**config.mk**
```make
export PLATFORM = sky130hd
export DESIGN_NAME = stepper_position_ctrl
export DESIGN_NICKNAME = d
export VERILOG_FILES = /design/src/rtl/stepper_position_ctrl.sv
export SDC_FILE = /design/constraint.sdc
export NUM_CORES = 1
export LEC_CHECK = 0
export ABC_AREA = 0
export CORE_MARGIN = 2
export CORE_UTILIZATION = 55
export CTS_CLUSTER_SIZE = 24
export DETAILED_ROUTE_END_ITERATION = 12
export DONT_BUFFER_PORTS = 1
export GPL_TIMING_DRIVEN = 0
export PLACE_DENSITY = 0.7
export SLEW_MARGIN = 10
export SYNTH_ARGS = -nofsm -noshare
export SYNTH_HDL_FRONTEND = slang
export SYNTH_SLANG_ARGS = --single-unit
```
**constraint.sdc**
```tcl
create_clock -name clock -period 13.2 [get_ports clock]
set_input_delay 1.98 -clock clock [delete_from_list [all_inputs] [get_ports clock]]
set_output_delay 1.98 -clock clock [all_outputs]
set_load 0.01 [all_outputs]
```
**src/rtl/stepper_position_ctrl.sv**
```systemverilog
// Absolute-target full-step sequencer for a 4-wire stepper; one step per STEP_DIV cycles, then settle and pulse done.
// Commands accepted only in IDLE (cmd_ready); requester holds cmd_valid while busy. Coils registered, one cycle behind phase.
module stepper_position_ctrl #(
  parameter int STEP_DIV   = 100000,
  parameter int SETTLE_CYC = 250000,
  parameter int POS_W      = 16
) (
  input  logic                    clock,
  input  logic                    reset,
  input  logic                    cmd_valid,
  input  logic signed [POS_W-1:0] cmd_target,
  output logic                    cmd_ready,
  input  logic                    abort,
  input  logic                    zero_pos,
  input  logic                    hold_en,
  output logic [3:0]              coils,
  output logic signed [POS_W-1:0] position,
  output logic                    busy,
  output logic                    done
);

  localparam int TMR_W = $clog2(STEP_DIV);
  localparam int SET_W = $clog2(SETTLE_CYC + 2);

  typedef enum logic [1:0] {
    IDLE   = 2'd0,
    MOVE   = 2'd1,
    SETTLE = 2'd2,
    DONE   = 2'd3
  } state_t;

  state_t                    state_q, state_d;
  logic signed [POS_W-1:0]   pos_q, pos_d;
  logic signed [POS_W-1:0]   target_q, target_d;
  logic [1:0]                phase_q, phase_d;
  logic [TMR_W-1:0]          timer_q, timer_d;
  logic [SET_W-1:0]          settle_q, settle_d;
  logic [3:0]                coils_q, coils_d;
  logic [POS_W:0]            diff;

  function automatic logic [3:0] coil_tbl(input logic [1:0] ph);
    case (ph)
      2'd0:    coil_tbl = 4'b1100;
      2'd1:    coil_tbl = 4'b0110;
      2'd2:    coil_tbl = 4'b0011;
      default: coil_tbl = 4'b1001;
    endcase
  endfunction

  // Sign-extended subtraction: the sign bit gives direction even at range extremes.
  assign diff = {target_q[POS_W-1], target_q} - {pos_q[POS_W-1], pos_q};

  always_comb begin
    state_d  = state_q;
    pos_d    = pos_q;
    target_d = target_q;
    phase_d  = phase_q;
    timer_d  = timer_q;
    settle_d = settle_q;
    case (state_q)
      IDLE: begin
        if (cmd_valid) begin
          target_d = cmd_target;
          timer_d  = '0;
          state_d  = (cmd_target == pos_q) ? DONE : MOVE;
        end else if (zero_pos) begin
          pos_d = '0;
        end
      end
      MOVE: begin
        if (abort) begin
          state_d  = DONE;
          target_d = pos_q;
        end else if (timer_q == TMR_W'(STEP_DIV - 1)) begin
          timer_d = '0;
          if (!diff[POS_W]) begin
            pos_d   = pos_q + POS_W'(1);
            phase_d = phase_q + 2'd1;
          end else begin
            pos_d   = pos_q - POS_W'(1);
            phase_d = phase_q - 2'd1;
          end
          if (pos_d == target_q) begin
            state_d  = SETTLE;
            settle_d = '0;
          end
        end else begin
          timer_d = timer_q + TMR_W'(1);
        end
      end
      SETTLE: begin
        if (abort) begin
          state_d  = DONE;
          target_d = pos_q;
        end else if (settle_q == SET_W'(SETTLE_CYC)) begin
          state_d = DONE;
        end else begin
          settle_d = settle_q + SET_W'(1);
        end
      end
      default: state_d = IDLE;
    endcase
  end

  always_comb begin
    coils_d = 4'b0000;
    if (state_q == MOVE || state_q == SETTLE || hold_en) coils_d = coil_tbl(phase_q);
  end

  always_ff @(posedge clock or posedge reset) begin
    if (reset) begin
      state_q  <= IDLE;
      pos_q    <= '0;
      target_q <= '0;
      phase_q  <= 2'd0;
      timer_q  <= '0;
      settle_q <= '0;
      coils_q  <= 4'b0000;
    end else begin
      state_q  <= state_d;
      pos_q    <= pos_d;
      target_q <= target_d;
      phase_q  <= phase_d;
      timer_q  <= timer_d;
      settle_q <= settle_d;
      coils_q  <= coils_d;
    end
  end

  assign cmd_ready = (state_q == IDLE);
  assign busy      = (state_q == MOVE) || (state_q == SETTLE);
  assign done      = (state_q == DONE);
  assign position  = pos_q;
  assign coils     = coils_q;

endmodule

```
==> impl_metrics.toml <==
[setup_path]
startpoint_type = "flip-flop"
r2r_cells = 17
slowest_delay_ns = 0.62
path_cells = "inv_1, ha_1, and3_1, o311a_1, nor4b_1, a31o_2, ha_1, buf_6, and3_4, a221oi_1, o211ai_1, a21boi_0, xnor3_1, o21ai_0, o41ai_1, nand3_1, o31ai_1"
r2r_start = "position[10]"
critPathMaxFanout = 22
cp_slowest_cell = "a31o_2"
worst_ep_required_time_ns = 13.45
crit_top_cell = "ha_1"
startpoint = "position[10]"
worstPathArrival_ns = 6.20
path_class = "flip-flop to flip-flop"
end_kind = "flip-flop"

[yosys]
synth_area_um2 = 5580
seq_area_frac_synth_pct = 33.7
synth.top_cells.by_count = "dfrtp_1 (75), nand2_1 (63), o21ai_0 (61)"
synth_compound_area_share_pct = 18.0
synth_largest_area_cell = "dfrtp_1"
yosys.area_share.simple_pct = 20.6
synthMuxAreaShare_pct = 4.38
synthArstFlopShare_pct = 100
yosysMostFrequentCell = "dfrtp_1"
yosys_register_bits = 75
ys_types = 69
syn_avg_cell_area_um2 = 8.70
synth_top_family_by_area = "simple AND/OR/NAND/NOR gates"
synth_top_area_share_pct = 33.7
synth_cells = 641
yosys.area_share.xor_xnor_pct = 9.20
yosys_warnings = 0
synth-adder-area-share_pct = 10.2
synth_fp_nets = 708
synth-edff-count = 0
ys.flop_type = "dfrtp_1"
synth_area_leaders = "dfrtp_1 (34%), ha_1 (9.9%), xnor2_1 (5.5%), o21ai_0 (5.5%), nand2_1 (4.2%)"

[placed_design]
place_congestion = 0.953
portBuffers = 0
hpwl_um = 10500
dpl_cell_area_um2 = 5770

[cts]
path_clk_slew_ns = 0.09
post_cts_buffers = 0
clock_latency_ns = 0.36
cts.repair.resized = 0
cts_root_buf = "clkbuf_8"
cts_tree = "built"
cts_made_buffers = 9
clockBufferDepth = 2
cts.sinks = 75
cts_max_level = 3
hold_buffers = 0

[sta]
finalSetupTns_ns = 0
hold_violations = 0
final-max-slew-violation-count = 0
slew_headroom_pct = 43.1
fin_skew_ns = 0.0140
tightestPinTransition_ns = 0.854
setup_viol = 0
period_needed_ns = 5.95
holdWs_ns = 0.519
max_freq_ghz = 0.168
post-route-period-util_pct = 45.1
rsz0062_at_grt = "no"

[power_and_ir_drop]
max-vdd-ir-drop_v = 0.000121
powerDensity_nw_per_um2 = 226
total_power_uw = 1360
p_leak_uw = 0.00260

[die]
initial_core_util_pct = 56.8
rows = 36
ios = 45
core_um2 = 9820
dieArea_um2 = 11000
die_y_um = 105
die_x_um = 105

[drt]
num_vias = 4863
route.antenna.remaining_nets = 0
avgViaCountPerCell = 6.15
routed_wl_um = 14100
drcViolationCount = 0
drt-initial-drc-count = 221
wl_per_cell_um = 17.9
dr.pass1.iters = 5

[layout]
n_fill_cell = 901
antenna_cells = 0
drive_above_1_share_pct = 5.32
area_growth_pct = 8.12
fin_util_pct = 61.4
fin_area_um2 = 6030
num-nets-final = 720

[status]
status = "finished, final reports clean"

[grt]
grt_use_met2_pct = 45.1
grt_pass1_wl_um = 23500
grt_pass1_vias = 4738
gr-total-overflow = 0
grt_max_degree = 60
grt_use_met3_pct = 4.93
track_usage_pct = 26.8
antenna_found_initial = 0
use_met1_pct = 35.5
grt.busiest_layer = "met2"

[min_path]
min-delay-start = "timer_q[2]"
hold_depth = 1
min_path_type = "flip-flop to flip-flop"

[run]
cap_viol_max_count = 0
state kept, by name, summed over array words and instances, names as in the netlist:
name and flops:
settle_q 18, timer_q 17, position 16, target_q 16
coils 4, phase_q 2, state_q 2
layer usage:
layer / wire (um) / vias up
met4: 224 / 0
met2: 7040 / 123
met3: 677 / 16
met5: 0 / -
met1: 6210 / 2389
li1: - / 2335
path summary, 6_finish.rpt:
check / endpoint / slack [ns]
worst max-delay path: settle_q[8] / 7.25
worst min-delay path: timer_q[2] / 0.52
worst max register to register: settle_q[8] / 7.25
worst min register to register: timer_q[2] / 0.52
max in group asynchronous: settle_q[5] / 11.20
min in group asynchronous: target_q[9] / 1.42
metrics by stage:
step	cells	worst slack (ns)
3_5_place_dp	775	7.30
2_1_floorplan	641	8.30
3_3_place_gp	774	7.49
5_1_grt	791	6.77
4_1_cts	791	7.25
6_report	791	7.25
power breakdown:
group / switching, uW / leakage, uW / internal, uW / total (uW)
clock: 90.2 / 0.000128 / 145 / 235
combinational: 491 / 0.00147 / 316 / 806
sequential: 47.9 / 0.000995 / 271 / 319
logic make-up after synthesis:
group | after synthesis
compound gates | 164
flops | 75
fa+ha+maj | 45
buf+inv | 52
xor+xnor | 53
simple gates | 228
mux | 24
final cells by class:
| cell class | count | area (um^2) | share of cell area (%) |
|---|---|---|---|
| clock inverter | 5 | 125 | 2.08 |
| tap | 133 | 166 | 2.76 |
| inverter | 30 | 115 | 1.91 |
| timing repair buffer | 1 | 27.5 | 0.457 |
| buffer | 22 | 101 | 1.68 |
| multi-input combinational | 514 | 3480 | 57.8 |
| sequential | 75 | 1880 | 31.1 |
| clock buffer | 11 | 131 | 2.18 |
worst max-delay path: cells and delay by family (launching register included):
kind                     cells  cell delay (ns)
flip-flops                   1             0.51
XOR/XNOR                     1             0.22
AO/OA/AOI/OAI                8             3.16
AND/OR/NAND/NOR              4             1.05
adder cells (fa/ha/maj)      2             0.68
buffers and inverters        2             0.22
placed cells by master (no fill, tap or decap), drive strengths merged, types with 11 or more instances in the layout:
cell type	synthesis	final
nand3	29	29
a21oi	42	42
xor2	14	14
clkbuf	17	28
mux2i	21	21
ha	44	44
o21ai	64	64
nor2	56	56
xnor2	36	36
and3	16	16
inv	30	30
dfrtp	75	75
o31ai	11	11
a21o	11	11
nand2	63	63
No activity file was read; power rests on OpenSTA's default activity.
